File: src/rtl/quad_decoder.sv
// quad_decoder
//   Turns the A/B phase pair of an incremental encoder into a wrapping up/down
//   position count plus a direction flag. Each phase is synchronised, then
//   glitch-filtered, and the filtered pair is decoded as a Gray-code walk.
//   The decoder flags any jump that changes both phases in one step.
//
// Parameters
//   CNT_W        width of o_cnt; the count wraps modulo 2^CNT_W
//   SYNC_STAGES  synchroniser flops per input (>= 2)
//   FILT_LEN     consecutive equal synced samples needed to accept a new level (>= 1)
//
// Ports
//   i_clk      clock, rising edge
//   i_rst_n    asynchronous active-low reset
//   i_a, i_b   encoder phases, asynchronous to i_clk
//   i_en       1 = decode steps; 0 = only track the phase
//   i_clr      synchronous clear of o_cnt
//   i_err_clr  synchronous clear of o_err (a same-cycle illegal jump wins)
//   o_cnt      position count
//   o_dir      direction of the last accepted step (0 = up, 1 = down)
//   o_step     one-cycle pulse per accepted step
//   o_err      sticky illegal-transition flag
module quad_decoder #(
  parameter int CNT_W       = 4,
  parameter int SYNC_STAGES = 2,
  parameter int FILT_LEN    = 3
) (
  input  logic             i_clk,
  input  logic             i_rst_n,
  input  logic             i_a,
  input  logic             i_b,
  input  logic             i_en,
  input  logic             i_clr,
  input  logic             i_err_clr,
  output logic [CNT_W-1:0] o_cnt,
  output logic             o_dir,
  output logic             o_step,
  output logic             o_err
);

  localparam int FCW    = $clog2(FILT_LEN + 1);
  localparam int SETTLE = SYNC_STAGES + FILT_LEN;
  localparam int SW     = $clog2(SETTLE + 1);

  typedef enum logic {S_INIT, S_TRACK} state_t;

  logic [SYNC_STAGES-1:0] sync_a, sync_b;
  logic [1:0]             synced;
  logic [1:0]             filt;
  logic [FCW-1:0]         fcnt [2];
  logic                   filters_idle;

  state_t         state, state_n;
  logic [1:0]     prev, prev_n;
  logic [SW-1:0]  settle_cnt, settle_n;
  logic [CNT_W-1:0] cnt_n;
  logic           dir_n, step_n, err_n;
  logic           illegal;
  logic [1:0]     delta;

  // Bit 1 carries phase A and bit 0 phase B, so {A,B} reads directly as the pair.
  assign synced       = {sync_a[SYNC_STAGES-1], sync_b[SYNC_STAGES-1]};
  assign filters_idle = (fcnt[0] == '0) && (fcnt[1] == '0);

  // Gray code to a 2-bit position (00,01,11,10 -> 0,1,2,3) so that a step is
  // simply a position difference of +1 or -1 modulo 4, and 2 means both phases moved.
  function automatic logic [1:0] gray_pos(input logic [1:0] g);
    return {g[1], g[1] ^ g[0]};
  endfunction

  // Synchroniser chains for the two asynchronous encoder phases.
  always_ff @(posedge i_clk or negedge i_rst_n) begin
    if (!i_rst_n) begin
      sync_a <= '0;
      sync_b <= '0;
    end else begin
      sync_a <= {sync_a[SYNC_STAGES-2:0], i_a};
      sync_b <= {sync_b[SYNC_STAGES-2:0], i_b};
    end
  end

  // Per-channel filter: a new level is taken only after FILT_LEN consecutive
  // differing samples; any sample matching the current level restarts the run.
  always_ff @(posedge i_clk or negedge i_rst_n) begin
    if (!i_rst_n) begin
      filt <= '0;
      for (int ch = 0; ch < 2; ch++) fcnt[ch] <= '0;
    end else begin
      for (int ch = 0; ch < 2; ch++) begin
        if (synced[ch] != filt[ch]) begin
          if (fcnt[ch] == FCW'(FILT_LEN - 1)) begin
            filt[ch] <= synced[ch];
            fcnt[ch] <= '0;
          end else begin
            fcnt[ch] <= fcnt[ch] + FCW'(1);
          end
        end else begin
          fcnt[ch] <= '0;
        end
      end
    end
  end

  // State, previous phase and output registers.
  always_ff @(posedge i_clk or negedge i_rst_n) begin
    if (!i_rst_n) begin
      state      <= S_INIT;
      prev       <= '0;
      settle_cnt <= '0;
      o_cnt      <= '0;
      o_dir      <= 1'b0;
      o_step     <= 1'b0;
      o_err      <= 1'b0;
    end else begin
      state      <= state_n;
      prev       <= prev_n;
      settle_cnt <= settle_n;
      o_cnt      <= cnt_n;
      o_dir      <= dir_n;
      o_step     <= step_n;
      o_err      <= err_n;
    end
  end

  // Next-state and decode logic. After reset the filtered levels still read 0
  // until the pin state has crossed the synchroniser and filter, so S_INIT
  // waits that long (and for both filters to be quiet) before capturing the
  // starting phase; otherwise a pin resting at 11 would look like an illegal jump.
  always_comb begin
    state_n  = state;
    prev_n   = prev;
    settle_n = settle_cnt;
    cnt_n    = o_cnt;
    dir_n    = o_dir;
    step_n   = 1'b0;
    err_n    = o_err;
    illegal  = 1'b0;
    delta    = gray_pos(filt) - gray_pos(prev);

    case (state)
      S_INIT: begin
        if (settle_cnt != SW'(SETTLE)) begin
          settle_n = settle_cnt + SW'(1);
        end else if (filters_idle) begin
          prev_n  = filt;
          state_n = S_TRACK;
        end
      end
      S_TRACK: begin
        prev_n = filt;
        if (i_en) begin
          case (delta)
            2'd1: begin
              cnt_n  = o_cnt + CNT_W'(1);
              dir_n  = 1'b0;
              step_n = 1'b1;
            end
            2'd3: begin
              cnt_n  = o_cnt - CNT_W'(1);
              dir_n  = 1'b1;
              step_n = 1'b1;
            end
            2'd2:    illegal = 1'b1;
            default: ;
          endcase
        end
      end
      default: state_n = S_INIT;
    endcase

    // Clear overrides the count only; direction and step still report the step.
    if (i_clr) cnt_n = '0;
    if (i_err_clr) err_n = 1'b0;
    if (illegal) err_n = 1'b1;
  end

endmodule
File: config.mk
export PLATFORM = sky130hd
export DESIGN_NAME = quad_decoder
export DESIGN_NICKNAME = d
export VERILOG_FILES = /design/src/rtl/quad_decoder.sv
export SDC_FILE = /design/constraint.sdc
export NUM_CORES = 1
export LEC_CHECK = 0
export CAP_MARGIN = 25
export CORE_ASPECT_RATIO = 1.2
export CORE_UTILIZATION = 36
export DETAILED_ROUTE_END_ITERATION = 16
export GPL_TIMING_DRIVEN = 1
export PLACE_DENSITY = 0.65
export RECOVER_POWER = 25
export SKIP_LAST_GASP = 1
export SLEW_MARGIN = 0
export SYNTH_ARGS = -nofsm -noshare
export SYNTH_HDL_FRONTEND = slang
export SYNTH_SLANG_ARGS = --single-unit
File: constraint.sdc
create_clock -name i_clk -period 2.16 [get_ports i_clk]
set_input_delay 0.432 -clock i_clk [delete_from_list [all_inputs] [get_ports i_clk]]
set_output_delay 0.432 -clock i_clk [all_outputs]
set_load 0.1 [all_outputs]
# ---- After elaboration in Yosys (flattened, before gate mapping)
# Index checks and enable logic that the tools add are counted.
# Widths: inputs -> output; s select.
dict set report totals {
  ff_bits 23
  latchBits 0
  ramBits 0
  rom_bits 0
  input_bits 7
  out_inout_bits 7
  wordCells 70
  mem_count 0
}
dict set report op_classes {
  n_addsub 6
  multipliers 0
  n_div 0
  magnitude_cmp 0
  eq_ne 10
  shifts 0
  n_mux 23
  n_bitwise 3
  n_reduce_logical 15
}
# operator n
set ops {}
lappend ops {{$mux 2} 6}
lappend ops {{$mux 4} 3}
lappend ops {{$mux 1} 11}
lappend ops {{$eq 2x2->1 const B} 4}
lappend ops {{$pmux 4 s2} 1}
lappend ops {{$reduce_and 2->1} 4}
lappend ops {{$reduce_bool 2->1} 4}
lappend ops {{$reduce_and 3->1} 2}
lappend ops {{$add 2x1->2 const B} 2}
lappend ops {{$add 4x1->4 const B} 1}
lappend ops {{$logic_not 2->1} 2}
lappend ops {{$ne 2x2->1 const B} 2}
lappend ops {{$pmux 2 s2} 1}
lappend ops {{$sub 4x1->4 const B} 1}
lappend ops {{$add 3x1->3 const B} 1}
lappend ops {{$ne 3x3->1 const B} 1}
lappend ops {{$reduce_bool 3->1} 1}
lappend ops {{$eq 2x1->1 const B} 1}
lappend ops {{$ne 1x1->1} 2}
lappend ops {{$pmux 1 s2} 1}
lappend ops {{$reduce_or 2->1} 1}
lappend ops {{$sub 2x2->2} 1}
lappend ops {{$xor 1x1->1} 2}
lappend ops {{$logic_and 1x1->1} 1}
lappend ops {{$not 1->1} 1}

# ---- Logic depth before layout (Yosys ltp)
dict set report depth {
  depth_word 7
  ltp_mapped 11
}

# ---- Worst setup path before layout
# No wires, ideal clock.
dict set report synth_timing {
  path_type {reg2reg}
  startpoint {reg filt[1]}
  endpoint {reg o_cnt[3]}
  setup_ps 128
  t_arrival_ps 2164
  required_time_ps 2032
  setup_slack_ps -132
  stages_incl_launch_ff 11
  n_path_buf 1
  period_less_slack_ps 2292
  path_cell_list {dfrtp_1 buf_6 xnor2_1 ha_1 xnor3_2 nor2_4 ha_1 a31oi_1 nor2_1 mux2i_1 mux2_1}
}
dict set report synth_between {
  elab_chain_cells 7
}
# item line
set synth_rtl {}
lappend synth_rtl {{start: declaration} 49} ;# logic [1:0] filt;
lappend synth_rtl {{start signal: indexed assignment} 92} ;# filt[ch] <= synced[ch];
lappend synth_rtl {{$xor 1x1->1} 68} ;# return {g[1], g[1] ^ g[0]};
lappend synth_rtl {{$sub 2x2->2 *} 138} ;# delta = gray_pos(filt) - gray_pos(prev);
lappend synth_rtl {{$eq 2x2->1 / $eq 2x1->1 (equally long branches)} 152} ;# case (delta)
lappend synth_rtl {{$pmux 4 s2} 152}
lappend synth_rtl {{$mux 4} 151} ;# if (i_en) begin
lappend synth_rtl {{$mux 4} 140} ;# case (state)
lappend synth_rtl {{$mux 4} 172} ;# if (i_clr) cnt_n = '0;
lappend synth_rtl {{end signal: assignment} 118} ;# o_cnt <= cnt_n;
lappend synth_rtl {{end: declaration} 35} ;# output logic [CNT_W-1:0] o_cnt,
# Every way passes the cells marked *; elsewhere a longest branch is shown, timed or not. The select of a mux whose other input is x is not followed.
# A chain may end at the register's enable or synchronous reset.

# ---- Worst setup path in the final report
# Ends and elaborated chain as after synthesis.

==> run summary <==
overall routing resource usage - 0.135
Syn. warnings - 0
number of primary I/O pins - 14
initial antenna violation count - 0
final critical-path share of the clock period - 1.01
type of destination of the critical path - flip-flop
Final Routed Wirelength - 1770 um
number of standard cells after synthesis - 88
DPL Wire Length - 1260 um
number of failing hold endpoints at the final stage - 0
core region area - 2790 sq um
Max stage delay cell, worst path - dfrtp_1
count of standard-cell rows - 21
weighted congestion at the end of routability-driven global placement - 0.743
top routing layer used - met4
first-pass GRT wire length - 3020 um
largest fanout of any net on the critical path - 3
most instantiated cells after synthesis - dfrtp_1, inv_1, ha_1
Die W - 51.3 um
number of max-cap violations - 0
violations in the final reports - negative setup slack
Post-Synthesis Net Count - 100
average wire per cell in the routed design - 12.1 um
Synth Cell Area - 1050 sq um
Setup violations, final - 1
via count - 720
final core utilization - 0.479
Tightest Pin Transition - 1.23 ns
Design Area, Final - 1340 sq um
clock-pin slew on the worst setup and hold paths - 0.12 ns
number of buffers created by CTS - 3
Iteration-0 DRC Markers - 3
grt total ovfl - 0
Cell variety after synth - 30
cell chosen for the clock root - clkbuf_4
area share of the largest cell type after synthesis - 0.548
antenna diode count - 0
Detailed Routing Iterations Pass 1 - 4
pin count of the biggest net entering global routing - 24
Required @ worst endpoint - 2.37 ns
classification of the worst setup path - reg2reg
# fillers - 265
fin nets - 125
run status - finished with violations
launching element type of the critical path - flip-flop
worst slack after detailed placement - -0.0364 ns
CTS tree - done
# DRC - 0
number of flops mapped to enable cells by yosys - 0
vias in the first global route - 734
data arrival at the endpoint of the critical path - 2.40 ns
largest buffer count on any clock path - 2
cell type with the highest aggregate area in the netlist - dfrtp_1
depth of the CTS H-tree - 1
most used standard cell by instance count after synthesis - dfrtp_1
via count normalized by instance count - 4.93
Met1 Wirelength - 785 um
list of cells traversed by the critical path - xnor2_2 > ha_2 > xnor3_2 > nor2_4 > ha_4 > a31oi_1 > nor2_1 > mux2i_1 > mux2_1
placed cell areas - 1270 sq um
path class of the lowest-slack min-delay path - reg2reg
fraction of final layout cells with drive strength greater than 1 - 0.268
Post-Syn Area per Cell - 11.9 sq um
Detail Route met2 WL - 891 um
growth of design area from synthesis to finish - 27.0%
wire length on met3 - 47 um
count of antenna-violating nets left after detailed routing - 0
Die ar. - 3140 sq um
unrepaired setup endpoints after global routing - yes
clock tree skew after final layout - 0.00197 ns
clock insertion delay at the later pin of the skew report - 0.31 ns
height of the die - 61.2 um
maximum clock frequency - 458 MHz
share of synthesized registers carrying an async set or reset - 1.00
minimum clock period after layout - 2.18 ns
top area cells in the synthesized netlist - dfrtp_1, ha_1, xor2_1
initial cell density of the core - 0.377
worst stage delay on the critical path - 0.42 ns
total count of max-transition violations in the final report - 0
fin worst setup slack - -0.0238 ns
Port Buffer Count - 13
CTS sink count - 23
part of the Yosys area used for sequential elements - 0.548
count of state elements after synthesis - 23
remaining max-slew budget at the tightest pin - 0.177
most frequently used flop master after synthesis - dfrtp_1
## path summary, 6_finish.rpt
kind | cells after the start | startpoint | end | slack, ns
max | 9 | filt[1] | o_cnt[3] | -0.02
min | 0 | sync_a[0] | sync_a[1] | 0.37
max reg2reg | 9 | filt[1] | o_cnt[3] | -0.02
min reg2reg | 0 | sync_a[0] | sync_a[1] | 0.37
max in group asynchronous | 2 | i_rst_n | sync_b[0] | 0.55
min in group asynchronous | 2 | i_rst_n | settle_cnt[0] | 0.88
## placed cells by master, fill, tap and decap left out, drive strengths merged, types with 4 or more instances in the layout
cell and count:
inv 6, nand2 4, dfrtp 23, ha 5
mux2 5, nor3 4, clkbuf 5, nor2 5
buf 16, xor2 4, a31oi 4
## worst max-delay path: cells and delay by family (launching register included)
kind	cells	cell delay (ns)
and+or+nand+nor	2	0.18
xor gates and xnor gates	2	0.43
AOI/OAI and AO/OA	1	0.17
muxes	2	0.48
adders and majority gates	2	0.39
DFF	1	0.42
## repair_timing
action | 4_1_cts | 5_1_grt
pin swaps | 4 | 0
resized for setup | 1 | 4
hold buffers | 0 | 0
setup endpoints to repair | 2 | 2
hold endpoints to repair | 0 | 0
setup buffers | 0 | 2
## per-layer routing
metal	vias up	GRT usage
met2	12	0.237
met3	5	0.0247
met1	355	0.147
met5	-	0
met4	0	0.100
li1	348	-
## flip-flops by register name, indices dropped and copies added, names as in the netlist
name / flops
o_step: 1
prev: 2
sync_a: 2
o_cnt: 4
fcnt: 4
sync_b: 2
o_dir: 1
o_err: 1
settle_cnt: 3
state: 1
filt: 2
## through the flow
stage,setup TNS [ns],hold slack [ns],cells
floorplan,-0.0997,0.136,88
global placement,0,0.333,140
detailed placement,-0.0547,0.345,140
CTS,-0.0367,0.374,144
global route,-0.361,0.379,146
finish,-0.0238,0.366,146
## cells by family after synthesis
kind of cell | synth area share
compound gates | 0.0655
buf+inv | 0.0405
simple gates | 0.133
xor+xnor | 0.0810
fa+ha+maj | 0.0595
flops | 0.548
mux | 0.0726
## cell type report
class                           count  area (sq um)  share of cell area
Timing Repair Buffer               23           188               0.141
Clock buffer                        4          26.3              0.0197
Multi-Input combinational cell     56           480               0.360
Tap cell                           34          42.5              0.0319
Inverter                            6          22.5              0.0169
Sequential cell                    23           576               0.431
Power is left out: the tool's default activity adds up to more than one toggle a clock period on the data nets, which glitch-free logic cannot reach.
==> RTL change 1: new RTL, same flow settings <==
Add an input register stage for `i_a`, `i_b`, `i_en`, `i_clr` and `i_err_clr`; this delays them by one clock. Comments in the files are not updated.
--- a/src/rtl/quad_decoder.sv
+++ b/src/rtl/quad_decoder.sv
@@ -45,4 +45,18 @@
   typedef enum logic {S_INIT, S_TRACK} state_t;
 
+  logic i_a_q;
+  logic i_b_q;
+  logic i_en_q;
+  logic i_clr_q;
+  logic i_err_clr_q;
+
+  always_ff @(posedge i_clk) begin
+    i_a_q       <= i_a;
+    i_b_q       <= i_b;
+    i_en_q      <= i_en;
+    i_clr_q     <= i_clr;
+    i_err_clr_q <= i_err_clr;
+  end
+
   logic [SYNC_STAGES-1:0] sync_a, sync_b;
   logic [1:0]             synced;
@@ -75,6 +89,6 @@
       sync_b <= '0;
     end else begin
-      sync_a <= {sync_a[SYNC_STAGES-2:0], i_a};
-      sync_b <= {sync_b[SYNC_STAGES-2:0], i_b};
+      sync_a <= {sync_a[SYNC_STAGES-2:0], i_a_q};
+      sync_b <= {sync_b[SYNC_STAGES-2:0], i_b_q};
     end
   end
@@ -149,5 +163,5 @@
       S_TRACK: begin
         prev_n = filt;
-        if (i_en) begin
+        if (i_en_q) begin
           case (delta)
             2'd1: begin
@@ -170,6 +184,6 @@
 
     // Clear overrides the count only; direction and step still report the step.
-    if (i_clr) cnt_n = '0;
-    if (i_err_clr) err_n = 1'b0;
+    if (i_clr_q) cnt_n = '0;
+    if (i_err_clr_q) err_n = 1'b0;
     if (illegal) err_n = 1'b1;
   end
Function: changed (Yosys sat finds a counterexample within 10 cycles, from zero or initial values and one cycle with i_rst_n low).
==> RTL change 1 against the unedited design <==
The run still ends with setup timing left. Setup slack better by 15 ps. Via count down 0.28%. Wire length down 4.5%. Sequential cell count up 5. Final area up 6.0%. Critical path depth unchanged. Area after synthesis up 9.3%. Die area up 8.9%. Largest cell class unchanged. Non-clock buffer count down 3.
Power is left out: the tool's default activity adds up to more than one toggle a clock period on the data nets, which glitch-free logic cannot reach.
==> RTL change 1: results (changes against the unedited design) <==
metric	value	unit	change
run status	finished with violations		
violated checks	setup timing		
Synth async-reset ratio	0.821		-0.179
TNS Setup	-9.02	ps	+14.8 ps
total congestion overflow	0		unchanged
R2R Path Start	prev[1]		
ratio of cells with drive above 1 in the final layout	0.211		-0.0573
n_diodes	0		unchanged
number of buffers created by CTS	3		unchanged
worst skew pair latency	330	ps	+20 ps
routed wl met2	802	um	-10%
Synth cell types	29		-3.3%
crit path from	prev[1]		
Min-Delay Startpoint	i_a_q		
top post-synthesis cells by area	dfrtp_1 (50%), dfxtp_1 (8.7%), ha_1 (5.4%)		
Final setup viols	1		unchanged
DP HPWL	1.27	mm	+0.32%
synth cell count leaders	dfrtp_1 (23), inv_1 (6), dfxtp_1 (5), ha_1 (5)		
Port Buffers	13		unchanged
routability cong.	0.697		-6.2%
NumNets Final	127		+1.6%
Seq/Total Area, Yosys	0.588		+0.0406
largest net degree at the start of global routing	24		unchanged
drt wl/cell	11.3	um	-7.1%
clock skew after layout	4.19	ps	+2.21 ps
DP Worst Slack	-35.5	ps	+0.922 ps
H-tree levels	1		unchanged
Via Count	718		-0.28%
starting DRC count in detailed routing	7		+4
Worst Path Max Fanout	5		+2
wl on met1	815	um	+3.8%
Worst slew margin	0.182		+0.00484
setup ws final	-9.02	ps	+14.8 ps
routed wl met3	50	um	+6.4%
total track usage	0.122		-0.0126
router iterations before antenna repair	3		-1
first-pass GRT wire length	3.08	mm	+2.1%
Mapped Nets	105		+5.0%
Reg clk slew, reported paths	150	ps	+30 ps
-- RTL change 1: final timing paths --
check | end | slack [ps] | cells after the start
min in group asynchronous | sync_a[0] | 860 | 2
max in group asynchronous | o_step | 590 | 2
min reg2reg | sync_a[0] | 340 | 0
min | sync_a[0] | 340 | 0
max | o_cnt[3] | -9 | 9
max reg2reg | o_cnt[3] | -9 | 9
-- RTL change 1: area by class of cell --
class                           count  area (um^2)
Multi-Input combinational cell     56          454
Clock inverter                      1         30.0
Fill cell                         291         1640
Clock buffer                        3         22.5
Tap cell                           36         45.0
Inverter                            6         22.5
Sequential cell                    28          676
Timing Repair Buffer               20          165
-- RTL change 1: routing by layer --
layer / GRT usage / vias to the layer above
li1: - / 358
met1: 0.160 / 347
met2: 0.191 / 11
met3: 0.0214 / 2
met4: 0.0592 / 0
met5: 0 / -
-- RTL change 1: critical path, stage by stage (launching register included) --
cell,delay (ps)
dfrtp_1,430
xor2_1,150
ha_2,190
xnor3_2,270
nor2_4,130
ha_4,230
a31oi_1,140
nor2_1,50
mux2i_1,140
mux2_1,330
-- RTL change 1: repair_timing --
action / 4_1_cts / 5_1_grt
gates resized for setup: 0 / 1
buffers inserted: 0 / 1
hold endpoints to repair: 0 / 0
setup endpoints to repair: 1 / 2
cloned: 0 / 0
pin swaps: 1 / 0
-- RTL change 1: cell families after synthesis --
| kind of cell | after synthesis | share of synthesized area |
|---|---|---|
| AO/OA/AOI/OAI | 11 | 0.0588 |
| AND/OR/NAND/NOR | 25 | 0.122 |
| XOR/XNOR | 8 | 0.0741 |
| multiplexers | 7 | 0.0664 |
| buffers and inverters | 9 | 0.0359 |
| adder cells (fa/ha/maj) | 5 | 0.0545 |
| flip-flops | 28 | 0.588 |
-- RTL change 1: per-stage QoR --
step | hold WS, ps | instance area (um^2) | utilization | instances
6_report | 338 | 1420 | 0.463 | 150
5_1_grt | 344 | 1420 | 0.463 | 150
4_1_cts | 340 | 1410 | 0.461 | 149
3_5_place_dp | 320 | 1360 | 0.443 | 145
3_3_place_gp | 318 | 1360 | 0.443 | 145
2_1_floorplan | 136 | 1170 | - | 93
==> RTL change 2: new RTL, config.mk and constraints unchanged <==
Without the edit above. Set the parameter `SYNC_STAGES` to 4 (it was 2). Comments in the files are not updated.
--- a/src/rtl/quad_decoder.sv
+++ b/src/rtl/quad_decoder.sv
@@ -23,5 +23,5 @@
 module quad_decoder #(
   parameter int CNT_W       = 4,
-  parameter int SYNC_STAGES = 2,
+  parameter int SYNC_STAGES = 4,
   parameter int FILT_LEN    = 3
 ) (
Check against the original RTL: not equivalent (Yosys sat finds a counterexample within 10 cycles, from zero or initial values and one cycle with i_rst_n low).
==> RTL change 2 against the unedited design <==
The run still ends with setup timing left. Area after synthesis rose by 8.1%. Wire length decreased by 1.5%. Critical path depth stayed put. Setup slack worse by 15 ps. Critical endpoint unchanged. Synthesized cell count is the same. Final area increased by 3.9%. Via count decreased by 1.1%. Sequential cell count rose by 4. Die area up 7.8%.
Power is left out: the tool's default activity adds up to more than one toggle a clock period on the data nets, which glitch-free logic cannot reach.
==> RTL change 2: results (changes against the unedited design) <==
metric	value	unit	change
run status	finished with violations		
violated checks	setup timing		
routed vias/inst	4.91		-0.43%
Post-route DRC	0		unchanged
top post-synthesis cells by area	dfrtp_1 (59%), mux2_2 (5.9%), ha_1 (5.5%)		
DP Area	1350	um^2	+6.1%
total track usage	0.118		-0.0171
Reg clk slew, reported paths	150	ps	+30 ps
n_diodes	0		unchanged
Mapped Nets	100		unchanged
Port Buffers	13		unchanged
TNS Setup	-39.2	ps	-15.4 ps
routability cong.	0.696		-6.3%
grt met1 use	0.131		-0.0157
first-pass GRT wire length	2.95	mm	-2.3%
maximum clock frequency	455	MHz	-0.70%
Synth cell types	30		unchanged
routed wl met3	44	um	-6.4%
router iterations before antenna repair	3		-1
Setup Fix Bufs, Post-CTS	1		+1
grt met2 use	0.209		-0.0275
HP Class	reg -> reg		
wl on met1	763	um	-2.8%
setup ws final	-39.2	ps	-15.4 ps
largest net degree at the start of global routing	28		+17%
Critical Path AT	2420	ps	+20 ps
starting DRC count in detailed routing	8		+5
CP peak stage delay	430	ps	
warnings from Yosys	0		unchanged
CTS max path bufs	2		unchanged
synth cell count leaders	dfrtp_1 (27), mux2_2 (6), ha_1 (5), nor2_1 (5)		
# resized after CTS	0		-1
NumNets Final	124		-0.80%
number of buffers created by CTS	3		unchanged
DP Worst Slack	-91.5	ps	-55.1 ps
Seq/Total Area, Yosys	0.595		+0.0471
Synth async-reset ratio	1.00		unchanged
DP HPWL	1.30	mm	+2.9%
M3 GR Usage	0.0217		-0.00295
clock skew after layout	6.86	ps	+4.89 ps
number of global-route vias before repair	729		-0.68%
Routed WL	1.75	mm	-1.5%
CTS Root Cell	clkbuf_4		
Final setup viols	1		unchanged
Fill cells	268		+1.1%
routed wl met2	923	um	+3.6%
ratio of cells with drive above 1 in the final layout	0.279		+0.0114
cell at the slowest stage of the critical path	dfrtp_1		
Worst Path Max Fanout	3		unchanged
Slew @ Worst Pin	1400	ps	+161 ps
==> RTL change 2: worst register-to-register path, delay by kind of cell (launching register included) <==
| family | cells | cell delay [ps] |
|---|---|---|
| XOR/XNOR | 2 | 440 |
| AND/OR/NAND/NOR | 2 | 170 |
| flip-flops | 1 | 430 |
| multiplexers | 2 | 470 |
| AO/OA/AOI/OAI | 1 | 170 |
| adder cells (fa/ha/maj) | 2 | 400 |
==> RTL change 2: stage by stage <==
step | util | std cells
finish | 0.480 | 145
global route | 0.480 | 145
CTS | 0.479 | 144
detailed placement | 0.466 | 139
global placement | 0.466 | 139
floorplan | - | 88
==> RTL change 2: worst paths after layout <==
| kind | from | end | slack [ps] | cells past startpoint |
|---|---|---|---|---|
| min in group asynchronous | i_rst_n | filt[0] | 950 | 2 |
| min reg2reg | sync_a[2] | sync_a[3] | 370 | 0 |
| max | filt[0] | o_cnt[3] | -40 | 9 |
| min | sync_a[2] | sync_a[3] | 370 | 0 |
| max reg2reg | filt[0] | o_cnt[3] | -40 | 9 |
| max in group asynchronous | i_rst_n | settle_cnt[1] | 400 | 2 |
==> RTL change 2: final cells by class <==
type | count | area share
clock buffers | 3 | 0.0162
clock inverters | 1 | 0.00541
inverters | 4 | 0.0108
multi-input cells | 54 | 0.323
flip-flops and latches | 27 | 0.487
well taps | 34 | 0.0307
repair buffers | 22 | 0.127
==> RTL change 2: cell families after synthesis <==
logic type                 after synthesis  synth area share
DFF                                     27             0.595
and+or+nand+nor                         25             0.121
AOI/OAI and AO/OA                        8            0.0452
xor gates and xnor gates                 8            0.0749
muxes                                    8            0.0782
buffers and inverters                    7            0.0308
adders and majority gates                5            0.0551
